[config.mk]
export PLATFORM = sky130hd
export DESIGN_NAME = ps2_keycode_rx
export DESIGN_NICKNAME = d
export VERILOG_FILES = /design/src/rtl/ps2_keycode_rx.sv
export SDC_FILE = /design/constraint.sdc
export NUM_CORES = 1
export LEC_CHECK = 0
export CORE_MARGIN = 3
export CORE_UTILIZATION = 40
export DETAILED_ROUTE_END_ITERATION = 12
export REMOVE_ABC_BUFFERS = 1
export SETUP_SLACK_MARGIN = 0.3
export SYNTH_ARGS = -nofsm -noshare
export SYNTH_HDL_FRONTEND = slang
export SYNTH_SLANG_ARGS = --single-unit
[constraint.sdc]
create_clock -name Clk -period 2.6 [get_ports Clk]
set_input_delay 0.65 -clock Clk [delete_from_list [all_inputs] [get_ports Clk]]
set_output_delay 0.65 -clock Clk [all_outputs]
set_load 0.01 [all_outputs]
[src/rtl/ps2_keycode_rx.sv]
// PS/2 scan-code set 2 receiver for the player controllers.
// Frames arriving on the raw PS2_CLK/PS2_DATA pins are synchronized into the
// Clk domain and deserialized. Break (F0) and extended (E0) prefixes are
// tracked, and game keys are translated to USB-HID codes on `keycode`.
// The held code stays on `keycode` until its break arrives.
// Optional build macro: PS2_PARITY_CHECK_EN. When it is defined, frames
// without odd parity are discarded. Otherwise the parity bit is skipped.
//
// Handshake: there is no back-pressure. keycode_update is a one-cycle pulse
// that is high in the cycle where keycode first shows its new value.
// frame_error is a one-cycle pulse for each discarded frame. The two pulses
// never occur in the same cycle.
module ps2_keycode_rx #(
  parameter int unsigned TIMEOUT_CYCLES = 50000
) (
  input  logic       Clk,
  input  logic       Reset_n,
  input  logic       PS2_CLK,
  input  logic       PS2_DATA,
  output logic [7:0] keycode,
  output logic       keycode_update,
  output logic       frame_error
);

  localparam int unsigned CW = (TIMEOUT_CYCLES > 1) ? $clog2(TIMEOUT_CYCLES) : 1;
  localparam logic [CW-1:0] TMO_LAST = CW'(TIMEOUT_CYCLES - 1);

  typedef enum logic [1:0] {
    ST_IDLE   = 2'd0,
    ST_DATA   = 2'd1,
    ST_PARITY = 2'd2,
    ST_STOP   = 2'd3
  } state_e;

  // Synchronizer and edge-detect registers
  logic ps2_clk_s1_q, ps2_clk_s2_q, ps2_clk_prev_q;
  logic ps2_data_s1_q, ps2_data_s2_q;

  // Frame deserializer registers
  state_e        state_q, state_d;
  logic [2:0]    bit_cnt_q, bit_cnt_d;
  logic [7:0]    shift_q, shift_d;
  logic [CW-1:0] tmo_cnt_q, tmo_cnt_d;
  logic          byte_valid_q, byte_valid_d;
  logic [7:0]    byte_q, byte_d;
  logic          frame_err_q, frame_err_d;
  logic          timeout_abort;
  logic          par_ok;

  // Decoder registers
  logic       ext_q, ext_d;
  logic       brk_q, brk_d;
  logic [7:0] keycode_q, keycode_d;
  logic       keycode_upd_q, keycode_upd_d;
  logic [7:0] map_code;
  logic       map_hit;

  logic fall;
  logic data_bit;

  assign fall     = ps2_clk_prev_q & ~ps2_clk_s2_q;
  assign data_bit = ps2_data_s2_q;

`ifdef PS2_PARITY_CHECK_EN
  logic parity_q, parity_d;
  // The 8 data bits plus the parity bit must hold an odd number of ones.
  assign par_ok = ^{shift_q, parity_q};
`else
  assign par_ok = 1'b1;
`endif

  // Two-flop synchronizers. One extra clock flop is used for falling-edge detection.
  always_ff @(posedge Clk or negedge Reset_n) begin
    if (!Reset_n) begin
      ps2_clk_s1_q   <= 1'b1;
      ps2_clk_s2_q   <= 1'b1;
      ps2_clk_prev_q <= 1'b1;
      ps2_data_s1_q  <= 1'b1;
      ps2_data_s2_q  <= 1'b1;
    end else begin
      ps2_clk_s1_q   <= PS2_CLK;
      ps2_clk_s2_q   <= ps2_clk_s1_q;
      ps2_clk_prev_q <= ps2_clk_s2_q;
      ps2_data_s1_q  <= PS2_DATA;
      ps2_data_s2_q  <= ps2_data_s1_q;
    end
  end

  // Frame FSM state and deserializer registers
  always_ff @(posedge Clk or negedge Reset_n) begin
    if (!Reset_n) begin
      state_q      <= ST_IDLE;
      bit_cnt_q    <= 3'd0;
      shift_q      <= 8'h00;
      tmo_cnt_q    <= '0;
      byte_valid_q <= 1'b0;
      byte_q       <= 8'h00;
      frame_err_q  <= 1'b0;
`ifdef PS2_PARITY_CHECK_EN
      parity_q     <= 1'b0;
`endif
    end else begin
      state_q      <= state_d;
      bit_cnt_q    <= bit_cnt_d;
      shift_q      <= shift_d;
      tmo_cnt_q    <= tmo_cnt_d;
      byte_valid_q <= byte_valid_d;
      byte_q       <= byte_d;
      frame_err_q  <= frame_err_d;
`ifdef PS2_PARITY_CHECK_EN
      parity_q     <= parity_d;
`endif
    end
  end

  // Frame FSM next state. It advances only on a synchronized PS2_CLK falling edge.
  always_comb begin
    state_d       = state_q;
    bit_cnt_d     = bit_cnt_q;
    shift_d       = shift_q;
    byte_valid_d  = 1'b0;
    byte_d        = byte_q;
    frame_err_d   = 1'b0;
    timeout_abort = 1'b0;
`ifdef PS2_PARITY_CHECK_EN
    parity_d      = parity_q;
`endif
    if ((state_q == ST_IDLE) || fall) tmo_cnt_d = '0;
    else                              tmo_cnt_d = tmo_cnt_q + 1'b1;

    case (state_q)
      ST_IDLE: begin
        // A falling edge with data high is a glitch. It is ignored without an error.
        if (fall && !data_bit) begin
          state_d   = ST_DATA;
          bit_cnt_d = 3'd0;
        end
      end
      ST_DATA: begin
        if (fall) begin
          shift_d   = {data_bit, shift_q[7:1]};
          bit_cnt_d = bit_cnt_q + 3'd1;
          if (bit_cnt_q == 3'd7) state_d = ST_PARITY;
        end
      end
      ST_PARITY: begin
        if (fall) begin
`ifdef PS2_PARITY_CHECK_EN
          parity_d = data_bit;
`endif
          state_d  = ST_STOP;
        end
      end
      ST_STOP: begin
        if (fall) begin
          if (data_bit && par_ok) begin
            byte_valid_d = 1'b1;
            byte_d       = shift_q;
          end else begin
            frame_err_d  = 1'b1;
          end
          state_d = ST_IDLE;
        end
      end
      default: state_d = ST_IDLE;
    endcase

    // Abort the partial frame when the keyboard stops clocking in the middle of it.
    if ((state_q != ST_IDLE) && !fall && (tmo_cnt_q == TMO_LAST)) begin
      state_d       = ST_IDLE;
      frame_err_d   = 1'b1;
      timeout_abort = 1'b1;
      tmo_cnt_d     = '0;
    end
  end

  // Translation of set-2 scan codes (with the extended prefix) into HID codes
  always_comb begin
    map_hit  = 1'b1;
    map_code = 8'h00;
    case ({ext_q, byte_q})
      9'h01C:  map_code = 8'h04;
      9'h023:  map_code = 8'h07;
      9'h01D:  map_code = 8'h1A;
      9'h01B:  map_code = 8'h16;
      9'h029:  map_code = 8'h2C;
      9'h05A:  map_code = 8'h28;
      9'h16B:  map_code = 8'h50;
      9'h174:  map_code = 8'h4F;
      9'h175:  map_code = 8'h52;
      9'h172:  map_code = 8'h51;
      default: map_hit  = 1'b0;
    endcase
  end

  // Prefix tracking and the make/break update of the held keycode
  always_comb begin
    ext_d         = ext_q;
    brk_d         = brk_q;
    keycode_d     = keycode_q;
    keycode_upd_d = 1'b0;
    if (byte_valid_q) begin
      if (byte_q == 8'hE0) begin
        ext_d = 1'b1;
      end else if (byte_q == 8'hF0) begin
        brk_d = 1'b1;
      end else begin
        if (map_hit) begin
          if (!brk_q) begin
            // A typematic repeat of the held key leaves keycode unchanged and does not pulse.
            if (map_code != keycode_q) begin
              keycode_d     = map_code;
              keycode_upd_d = 1'b1;
            end
          end else if (map_code == keycode_q) begin
            keycode_d     = 8'h00;
            keycode_upd_d = 1'b1;
          end
        end
        ext_d = 1'b0;
        brk_d = 1'b0;
      end
    end
    if (timeout_abort) begin
      ext_d = 1'b0;
      brk_d = 1'b0;
    end
  end

  // Decoder registers
  always_ff @(posedge Clk or negedge Reset_n) begin
    if (!Reset_n) begin
      ext_q         <= 1'b0;
      brk_q         <= 1'b0;
      keycode_q     <= 8'h00;
      keycode_upd_q <= 1'b0;
    end else begin
      ext_q         <= ext_d;
      brk_q         <= brk_d;
      keycode_q     <= keycode_d;
      keycode_upd_q <= keycode_upd_d;
    end
  end

  assign keycode        = keycode_q;
  assign keycode_update = keycode_upd_q;
  assign frame_error    = frame_err_q;

endmodule
Yosys cells after proc, flatten, opt, wreduce, memory -nomap -nowiden. Cells that the tools add are included.

Output and inout bits: 10. Logic and storage cells: 110. Input port bits: 4. Register bits after elaboration: 55.

$add $sub $neg: 2. Multiplexer cells: 40. Bitwise logic cells: 4. Reduce and logical (&&, ||, !) cells: 19. Equality and inequality tests: 29.

Operators with widths (count): $pmux 7 s10 (1); $eq 9x9->1 const B (4); $mux 16 (2); $eq 9x5->1 const B (3); $mux 1 (24); $mux 8 (3); $eq 9x6->1 const B (2); $add 16x1->16 const B (1); $eq 16x16->1 const B (1); $eq 8x8->1 const B (2); $ne 3x3->1 const B (5); $mux 2 (6); $reduce_or 10->1 (1); $eq 9x7->1 const B (1); $eq 8x8->1 (1); $ne 8x8->1 (1); $pmux 2 s4 (1); $reduce_bool 2->1 (4); $mux 3 (2); $pmux 3 s2 (1); $reduce_and 2->1 (3); $reduce_and 3->1 (2); $reduce_and 6->1 (1); $reduce_and 5->1 (1); other kinds (13) (21).

Depth between registers and ports, before layout. Gate-level depths: netlist of run 1.

Depth in word-level cells: 9. Gate-level depth with buffers: 10. Depth with buffers taken out: 8.

Worst setup path before layout of run 1. No wires, ideal clock.

Path type: register -> register. Start: reg byte_q[7]. End: reg keycode_q[3] (netlist: keycode[3]). Setup slack: 0.171 ns. Library setup time: 0.127 ns. Data required time: 2.473 ns. Data arrival time: 2.302 ns. Period minus slack after synthesis: 2.429 ns. Buffers on the path: 1. Stages on the path, launching flop included: 10. Cells stage by stage: dfrtp_1 or4b_1 o32ai_1 a221oi_2 xnor2_1 nor4_2 nand3_2 buf_2 a22oi_1 nand3_1.

Longest elaborated chain between the ends: 5. Elaborated cells between the ends (all ways): 24. Those cells by class: 15 x eq/ne; 4 x mux; 2 x bitwise; 3 x reduce/logical.

RTL lines: from (decl) (RTL line 45) `logic [7:0] byte_q, byte_d;`; from (signal assigned) (RTL line 108) `byte_q <= byte_d;`; $eq 9x9->1, or another cell as far along (RTL line 181) `case ({ext_q, byte_q})`; $pmux 7 s10 (RTL line 181); $eq 8x8->1 or $ne 8x8->1 (tied branches) (RTL line 215, 211); $ne 2x1->1 (no line) or $reduce_bool 2->1 (tied branches); $reduce_and 6->1 (no line); to (signal assigned) (RTL line 240) `keycode_q <= keycode_d;`; to (decl) (RTL line 53) `logic [7:0] keycode_q, keycode_d;`.

Parallel ways exist; a longest one is shown, timed or not. The select of a mux whose other input is x is not followed. A chain may end at the register's enable or synchronous reset.

Final worst setup path of run 1. Same ends and word-level chain as after synthesis.

==> out/summary.txt, run 1 <==
===============================================================================================
Outcome                                                                            finished clean
Port-buffer cells                                                                            12
Initial DRT Pass Iterations                                                                   4
Relative max-transition margin                                                           52.45%
Antenna-violating nets left                                                                   0
CTS tree                                                                                    yes
Number of nets in the final layout                                                          343
Critical Path Fanout Max                                                                      6
Die Width                                                                              91.57 µm
Critical Path Start Type                                                                   flop
Insertion delay to the later sink of the worst-skew pair                                 310 ps
Worst setup slack after layout                                                         5.454 ps
Cell types with the largest area share after synthesis                             sky130_fd_sc_hd__dfrtp_1, sky130_fd_sc_hd__mux2_2, sky130_fd_sc_hd__dfstp_2
Top cells by count, synth                                                          sky130_fd_sc_hd__dfrtp_1, sky130_fd_sc_hd__nor2_1, sky130_fd_sc_hd__nand2_1
Total wire length                                                                      5.932 mm
Post-synthesis instance area                                                           2929 µm²
Number of hold violations in the final report                                                 0
Number of synthesized flops with an enable pin                                                0
Post-DR vias/cell                                                                         5.256
Total leakage power                                                                    1.606 nW
Mean routed wirelength per cell                                                        13.83 µm
IR drop worst, VDD                                                                    0.4272 mV
Hold Crit Start                                                                    ps2_clk_s1_q
Final critical-path share of the clock period                                            99.79%
Power density over the cells                                                       652.4 nW/µm²
Number of sinks driven by the clock tree                                                     54
Nature of the critical path endpoint                                                       flop
Hold Worst Slack                                                                       364.5 ps
Worst hold path type                                                                 reg -> reg
FF-to-FF End                                                                         keycode[3]
Number of global-route vias before repair                                                 2,132
Violation count after the first detailed-routing iteration                                  152
Row count                                                                                    30
Aggregate global routing overflow                                                             0
Synth Warn #                                                                                  0
Antenna diode instance count                                                                  0
Die extent in y                                                                        91.57 µm
Highest achievable clock rate                                                         385.4 MHz
Max capacitance violation total                                                               0
Area overhead of the layout relative to synthesis                                        22.43%
Number of distinct standard cells referenced by the synthesized netlist                      59
RSZ-0062 raised after global routing                                                        yes
Maximum root-to-sink buffer count                                                             2
Total CTS buffers                                                                             5
Number of pins exceeding their max-slew limit in the final report                             0
Hold-fix buffer count after cts                                                               0
Arrival time of data at the critical path endpoint                                      2850 ps
Antenna violations before repair                                                              0
Worst clock skew                                                                       14.80 ps
Synth async-reset ratio                                                                  100.0%
Post-synthesis sequential element count                                                      54
Required time at the endpoint of the critical path                                      2860 ps
Std-Cell Core Area                                                                     6944 µm²
Cell count after synthesis                                                                  289
Mean instance size in the synthesized netlist                                         10.14 µm²
Final critical-path required period                                                     2595 ps
First-pass GRT wire length                                                             10.19 mm
Number of standard cells in the layout, taps in and fillers out                             429
Number of H-tree branching levels                                                             2
Most frequently used flop master after synthesis                                   sky130_fd_sc_hd__dfrtp_1
Overall fraction of global-route tracks in use                                           14.81%
Worst setup path class                                                               reg -> reg
Initial standard-cell utilization of the core                                            42.18%
Final TNS setup                                                                            0 ps
Ports placed on the boundary                                                                 14
Pin count of the biggest net entering global routing                                         34
Most numerous cell in the Yosys netlist                                            sky130_fd_sc_hd__dfrtp_1
R2r worst-path depth                                                                         11
Reg-to-reg setup timing slack                                                              5 ps
DRC Markers                                                                                   0
Final Util                                                                               51.64%
HPWL Detailed                                                                          4.217 mm
Die footprint                                                                          8385 µm²
Library cell with the largest summed area after synthesis                          sky130_fd_sc_hd__dfrtp_1
Clock input transition at the sequential cells of the worst setup and hold paths         110 ps
Hold Path Depth                                                                               0
Final setup viols                                                                             0
Cell at the root of the clock tree                                                 sky130_fd_sc_hd__clkbuf_8
Gp weighted congestion                                                                   0.8253
Fraction of layout cells with a size suffix above 1                                      26.13%
Post-Place Worst Slack                                                                -44.42 ps
Area fraction of the dominant cell type after synthesis                                  41.86%
Cell count after placement                                                                  407
Filler Cell Count                                                                           624
Origin of the critical flop-to-flop path                                              byte_q[7]
Hold Path End                                                                      ps2_clk_s2_q
Tightest Pin Transition                                                                713.3 ps
Sequential element share of the synthesized area                                         46.35%
Routed vias                                                                               2,255
===============================================================================================
[cell families after synthesis]
kind of cell / count (synthesis) / synth area share, %
AO/OA/AOI/OAI: 47 / 11.36
XOR/XNOR: 19 / 5.681
adder cells (fa/ha/maj): 7 / 2.990
buffers and inverters: 21 / 3.289
flip-flops: 54 / 46.35
multiplexers: 19 / 7.176
other: 1 / 0.1280
AND/OR/NAND/NOR: 121 / 23.02
[sequential cells by signal (all words and copies together) (netlist names)]
signal and count:
keycode 7, ps2_clk_s1_q 1, bit_cnt_q 3, frame_error 1, ps2_clk_s2_q 1, byte_q 8
ps2_clk_prev_q 1, shift_q 8, state_q 2, keycode_update 1, tmo_cnt_q 16, byte_valid_q 1
ps2_data_s1_q 1, data_bit 1, brk_q 1, ext_q 1
[layout by cell type, fill, tap and decap left out, types with 5 or more instances in the layout]
master,Yosys,routed
sky130_fd_sc_hd__mux2_2,16,16
sky130_fd_sc_hd__nand2b_1,7,6
sky130_fd_sc_hd__clkbuf_8,0,5
sky130_fd_sc_hd__dfstp_2,5,5
sky130_fd_sc_hd__nor2_1,29,29
sky130_fd_sc_hd__o21ai_1,2,5
sky130_fd_sc_hd__nor3_1,7,6
sky130_fd_sc_hd__o21ai_0,13,10
sky130_fd_sc_hd__ha_1,7,7
sky130_fd_sc_hd__nor2b_1,5,5
sky130_fd_sc_hd__nand3_1,14,14
sky130_fd_sc_hd__xnor2_1,8,8
sky130_fd_sc_hd__and3_1,7,7
sky130_fd_sc_hd__buf_4,1,32
sky130_fd_sc_hd__inv_1,8,8
sky130_fd_sc_hd__xor2_1,11,11
sky130_fd_sc_hd__dfrtp_1,49,48
sky130_fd_sc_hd__a21oi_1,5,5
sky130_fd_sc_hd__nand2_1,17,17
sky130_fd_sc_hd__clkdlybuf4s50_1,0,11
[final cells by class]
class                           instances  area, µm²  share of cell area (%)
Multi-Input combinational cell        215       1560                   43.51
Tap cell                               96      120.1                   3.350
Sequential cell                        54       1359                   37.89
Clock buffer                            5      68.82                   1.919
Timing Repair Buffer                   48      400.4                   11.17
Clock inverter                          3      47.55                   1.326
Inverter                                8      30.03                  0.8374
[per-stage QoR]
step	area, µm²	total power, mW
after global routing	3586	2.507
after floorplan	2863	1.469
after detailed placement	3271	1.709
after CTS	3510	2.337
final	3586	2.339
after global placement	3271	1.701
[power by group]
part | switching [mW] | leakage, nW | total, mW | internal [mW]
Clock | 0.299 | 0.0587 | 0.591 | 0.293
Combinational | 0.307 | 0.829 | 0.644 | 0.337
Sequential | 0.128 | 0.718 | 1.10 | 0.976
Total | 0.734 | 1.61 | 2.34 | 1.61
[what timing repair did]
| item | CTS | global route |
|---|---|---|
| pin swaps | 18 | 6 |
| cloned | 1 | 0 |
| gates resized for setup | 10 | 13 |
| setup buffers | 10 | 3 |
| setup endpoints to repair | 8 | 23 |
[routing by layer]
metal	part of all wire, %	track usage [%]	vias up
met5	0	0	-
met4	0.88	4.774	0
met3	3.0	3.480	6
met2	46	22.76	30
met1	50	20.52	1097
li1	-	-	1122
[worst max path at each step]
stage,from,to,slack [ps],depth (start not counted)
final,byte_q[7],keycode[3],5,11
after global routing,byte_q[7],keycode[3],-70,9
after floorplan,byte_q[7],keycode[3],40,8
after global placement,byte_q[6],keycode[6],60,9
after detailed placement,byte_q[6],keycode[3],-40,9
after CTS,byte_q[7],keycode[3],100,11
[worst max-delay path, cell delays in order (launching register included)]
cell	delay, ps
sky130_fd_sc_hd__dfrtp_1	420
sky130_fd_sc_hd__buf_6	130
sky130_fd_sc_hd__buf_4	130
sky130_fd_sc_hd__or3_1	390
sky130_fd_sc_hd__o22ai_1	150
sky130_fd_sc_hd__a221oi_2	110
sky130_fd_sc_hd__xnor2_1	160
sky130_fd_sc_hd__nor4_2	250
sky130_fd_sc_hd__buf_4	170
sky130_fd_sc_hd__nand3_2	130
sky130_fd_sc_hd__or3b_1	410
sky130_fd_sc_hd__nand3_1	80
No activity file was read; power rests on OpenSTA's default activity.
==> inputs of run 2 (changes only) <==
--- a/config.mk
+++ b/config.mk
@@ -5,8 +5,10 @@
 export SDC_FILE = /design/constraint.sdc
 export NUM_CORES = 1
 export LEC_CHECK = 0
+export CORE_ASPECT_RATIO = 0.7
 export CORE_MARGIN = 3
 export CORE_UTILIZATION = 40
+export CTS_CLUSTER_DIAMETER = 30
 export DETAILED_ROUTE_END_ITERATION = 12
 export REMOVE_ABC_BUFFERS = 1
 export SETUP_SLACK_MARGIN = 0.3
==> constraint.sdc (replaced) <==
create_clock -name Clk -period 2.6 [get_ports Clk]
set_input_delay 0.39 -clock Clk [delete_from_list [all_inputs] [get_ports Clk]]
set_output_delay 0.39 -clock Clk [all_outputs]
set_load 0.01 [all_outputs]
==> run 2 against run 1 <==
Effect of this change: clock power is 15% lower; final area is 1.2% higher; sequential power hardly changed; first-iteration DRC count is 26% lower; clock skew is 3.0 ps lower; cell count is 0.70% lower; count of clock-buffer cells in the layout is 1 higher; fmax is 3.3% higher; global-route usage is 0.57 points higher.
==> out/summary.txt, run 2 (synthesis results as in run 1) <==
===============================================================================================
IR drop worst, VDD                                                                    0.3868 mV   was 0.4272 mV
Mean routed wirelength per cell                                                        14.31 µm   was 13.83 µm
Relative max-transition margin                                                           38.33%   was 52.45%
Number of nets in the final layout                                                          342   was 343
Leading registers by flop count                                                    tmo_cnt_q: 16 flops, byte_q: 8 flops, shift_q: 8 flops   unchanged
Largest reg by FF count                                                               tmo_cnt_q   unchanged
Initial standard-cell utilization of the core                                            42.37%   was 42.18%
Die extent in y                                                                        77.60 µm   was 91.57 µm
Critical Path Start Type                                                                   flop   unchanged
Port-buffer cells                                                                            12   unchanged
Std-Cell Core Area                                                                     6913 µm²   was 6944 µm²
Final critical-path share of the clock period                                            96.64%   was 99.79%
Number of flip-flops in the largest register                                                 16   unchanged
Hold Worst Slack                                                                       209.3 ps   was 364.5 ps
Outcome                                                                            finished clean   unchanged
Clock input transition at the sequential cells of the worst setup and hold paths         100 ps   was 110 ps
Antenna diode instance count                                                                  0   unchanged
Total leakage power                                                                    1.604 nW   was 1.606 nW
Final Util                                                                               52.49%   was 51.64%
Worst setup path class                                                               reg -> reg   unchanged
Antenna-violating nets left                                                                   0   unchanged
Critical Path Fanout Max                                                                     10   was 6
Power density over the cells                                                       626.5 nW/µm²   was 652.4 nW/µm²
Final critical-path required period                                                     2513 ps   was 2595 ps
Pin count of the biggest net entering global routing                                         42   was 34
Overall fraction of global-route tracks in use                                           15.38%   was 14.81%
Initial DRT Pass Iterations                                                                   4   unchanged
Number of pins exceeding their max-slew limit in the final report                             0   unchanged
Tightest Pin Transition                                                                925.1 ps   was 713.3 ps
Worst hold path type                                                                in -> async   was reg -> reg
Number of global-route vias before repair                                                 2,133   was 2,132
Final setup viols                                                                             0   unchanged
Insertion delay to the later sink of the worst-skew pair                                 300 ps   was 310 ps
Antenna violations before repair                                                              0   unchanged
Number of standard cells in the layout, taps in and fillers out                             426   was 429
Gp weighted congestion                                                                   0.8725   was 0.8253
Leading cell type in the layout, fill and taps excluded                            sky130_fd_sc_hd__dfrtp_1   unchanged
Total CTS buffers                                                                             5   unchanged
Filler Cell Count                                                                           633   was 624
Total wire length                                                                      6.097 mm   was 5.932 mm
Highest achievable clock rate                                                         398.0 MHz   was 385.4 MHz
Number of H-tree branching levels                                                             2   unchanged
Routed vias                                                                               2,245   was 2,255
Aggregate global routing overflow                                                             0   unchanged
Maximum root-to-sink buffer count                                                             2   unchanged
Total Power                                                                            2.273 mW   was 2.339 mW
Hold-fix buffer count after cts                                                               0   unchanged
Row count                                                                                    25   was 30
Die Width                                                                              108.3 µm   was 91.57 µm
Required time at the endpoint of the critical path                                      2850 ps   was 2860 ps
Cell at the root of the clock tree                                                 sky130_fd_sc_hd__clkbuf_8   unchanged
Cell count after placement                                                                  402   was 407
HPWL Detailed                                                                          4.213 mm   was 4.217 mm
Violation count after the first detailed-routing iteration                                  112   was 152
First-pass GRT wire length                                                             10.50 mm   was 10.19 mm
Nature of the critical path endpoint                                                       flop   unchanged
Max capacitance violation total                                                               0   unchanged
Die footprint                                                                          8402 µm²   was 8385 µm²
Arrival time of data at the critical path endpoint                                      2760 ps   was 2850 ps
RSZ-0062 raised after global routing                                                        yes   unchanged
Number of hold violations in the final report                                                 0   unchanged
Most used cells in the layout excluding fill and tap cells                         sky130_fd_sc_hd__dfrtp_1, sky130_fd_sc_hd__buf_4, sky130_fd_sc_hd__nor2_1, sky130_fd_sc_hd__nand2_1, sky130_fd_sc_hd__mux2_2   unchanged
Number of sinks driven by the clock tree                                                     54   unchanged
DRC Markers                                                                                   0   unchanged
Final TNS setup                                                                            0 ps   unchanged
Ports placed on the boundary                                                                 14   unchanged
CTS tree                                                                                    yes   unchanged
Fraction of layout cells with a size suffix above 1                                      28.92%   was 26.13%
Area overhead of the layout relative to synthesis                                        23.88%   was 22.43%
Post-DR vias/cell                                                                         5.270   was 5.256
Worst clock skew                                                                       11.76 ps   was 14.80 ps
===============================================================================================
-- run 2: changes by cell type in the layout (fill, tap and decap cells not counted), moves of 2 or more --
cell / previous run / this run
sky130_fd_sc_hd__o21ai_1: 5 / 3
sky130_fd_sc_hd__or4b_4: 0 / 2
sky130_fd_sc_hd__dfrtp_1: 48 / 46
sky130_fd_sc_hd__a211oi_2: 2 / 0
sky130_fd_sc_hd__dfrtp_2: 1 / 3
-- run 2: final timing paths --
path,to,slack (ps),startpoint,cells after the start
hold / removal,keycode[4],210,Reset_n,1
setup reg to reg,keycode[4],90,byte_q[2],9
setup / recovery,keycode[4],90,byte_q[2],9
min in group Clk,ps2_clk_s2_q,360,ps2_clk_s1_q,0
hold reg to reg,ps2_clk_s2_q,360,ps2_clk_s1_q,0
max in group asynchronous,byte_q[6],1700,Reset_n,2
-- run 2: report_power, final --
group	total [mW]	internal (mW)	leakage, nW	switching [mW]
clock network	0.502	0.220	0.0478	0.282
registers	1.12	0.979	0.716	0.142
logic	0.650	0.332	0.840	0.318
total	2.27	1.53	1.60	0.742
-- run 2: per-stage QoR --
step                setup WS [ps]  instance area (µm²)
detailed placement         -31.35                 3246
global route               -15.24                 3628
finish                      87.30                 3628
global placement            18.37                 3246
floorplan                   42.54                 2863
CTS                         131.2                 3458
-- run 2: metal layers --
metal	part of all wire [%]	GRT usage (%)
met1	54	24.35
met2	42	21.59
met3	3.8	3.159
met4	0.36	3.026
met5	0	0
-- run 2: cell type report --
class / instances / area [µm²] / area share (%)
Clock inverter: 2 / 16.27 / 0.4483
Inverter: 8 / 30.03 / 0.8276
Sequential cell: 54 / 1361 / 37.52
Multi-Input combinational cell: 214 / 1624 / 44.76
Clock buffer: 6 / 82.58 / 2.276
Tap cell: 94 / 117.6 / 3.241
Timing Repair Buffer: 48 / 396.6 / 10.93
-- run 2: critical path, cell delays in order (launching register included) --
cell and delay (ps):
sky130_fd_sc_hd__dfrtp_1 580, sky130_fd_sc_hd__or3b_4 460, sky130_fd_sc_hd__o22ai_2 120, sky130_fd_sc_hd__a41oi_2 80
sky130_fd_sc_hd__mux2i_1 170, sky130_fd_sc_hd__nor4_2 290, sky130_fd_sc_hd__buf_4 170, sky130_fd_sc_hd__nand3_4 120
sky130_fd_sc_hd__or3b_1 400, sky130_fd_sc_hd__nand3_1 70
-- run 2: timing repair --
action	in CTS	in global routing
pin swaps	12	9
setup buffers	6	10
resized for setup	15	20
endpoints found under the setup margin	8	24
==> inputs of run 3 (changes only) <==
--- a/config.mk
+++ b/config.mk
@@ -12,6 +12,7 @@
 export DETAILED_ROUTE_END_ITERATION = 12
 export REMOVE_ABC_BUFFERS = 1
 export SETUP_SLACK_MARGIN = 0.3
+export SLEW_MARGIN = 0
 export SYNTH_ARGS = -nofsm -noshare
 export SYNTH_HDL_FRONTEND = slang
 export SYNTH_SLANG_ARGS = --single-unit
==> results of run 3 <==
No change in the layout: final DEF, timing and power equal those of run 2.
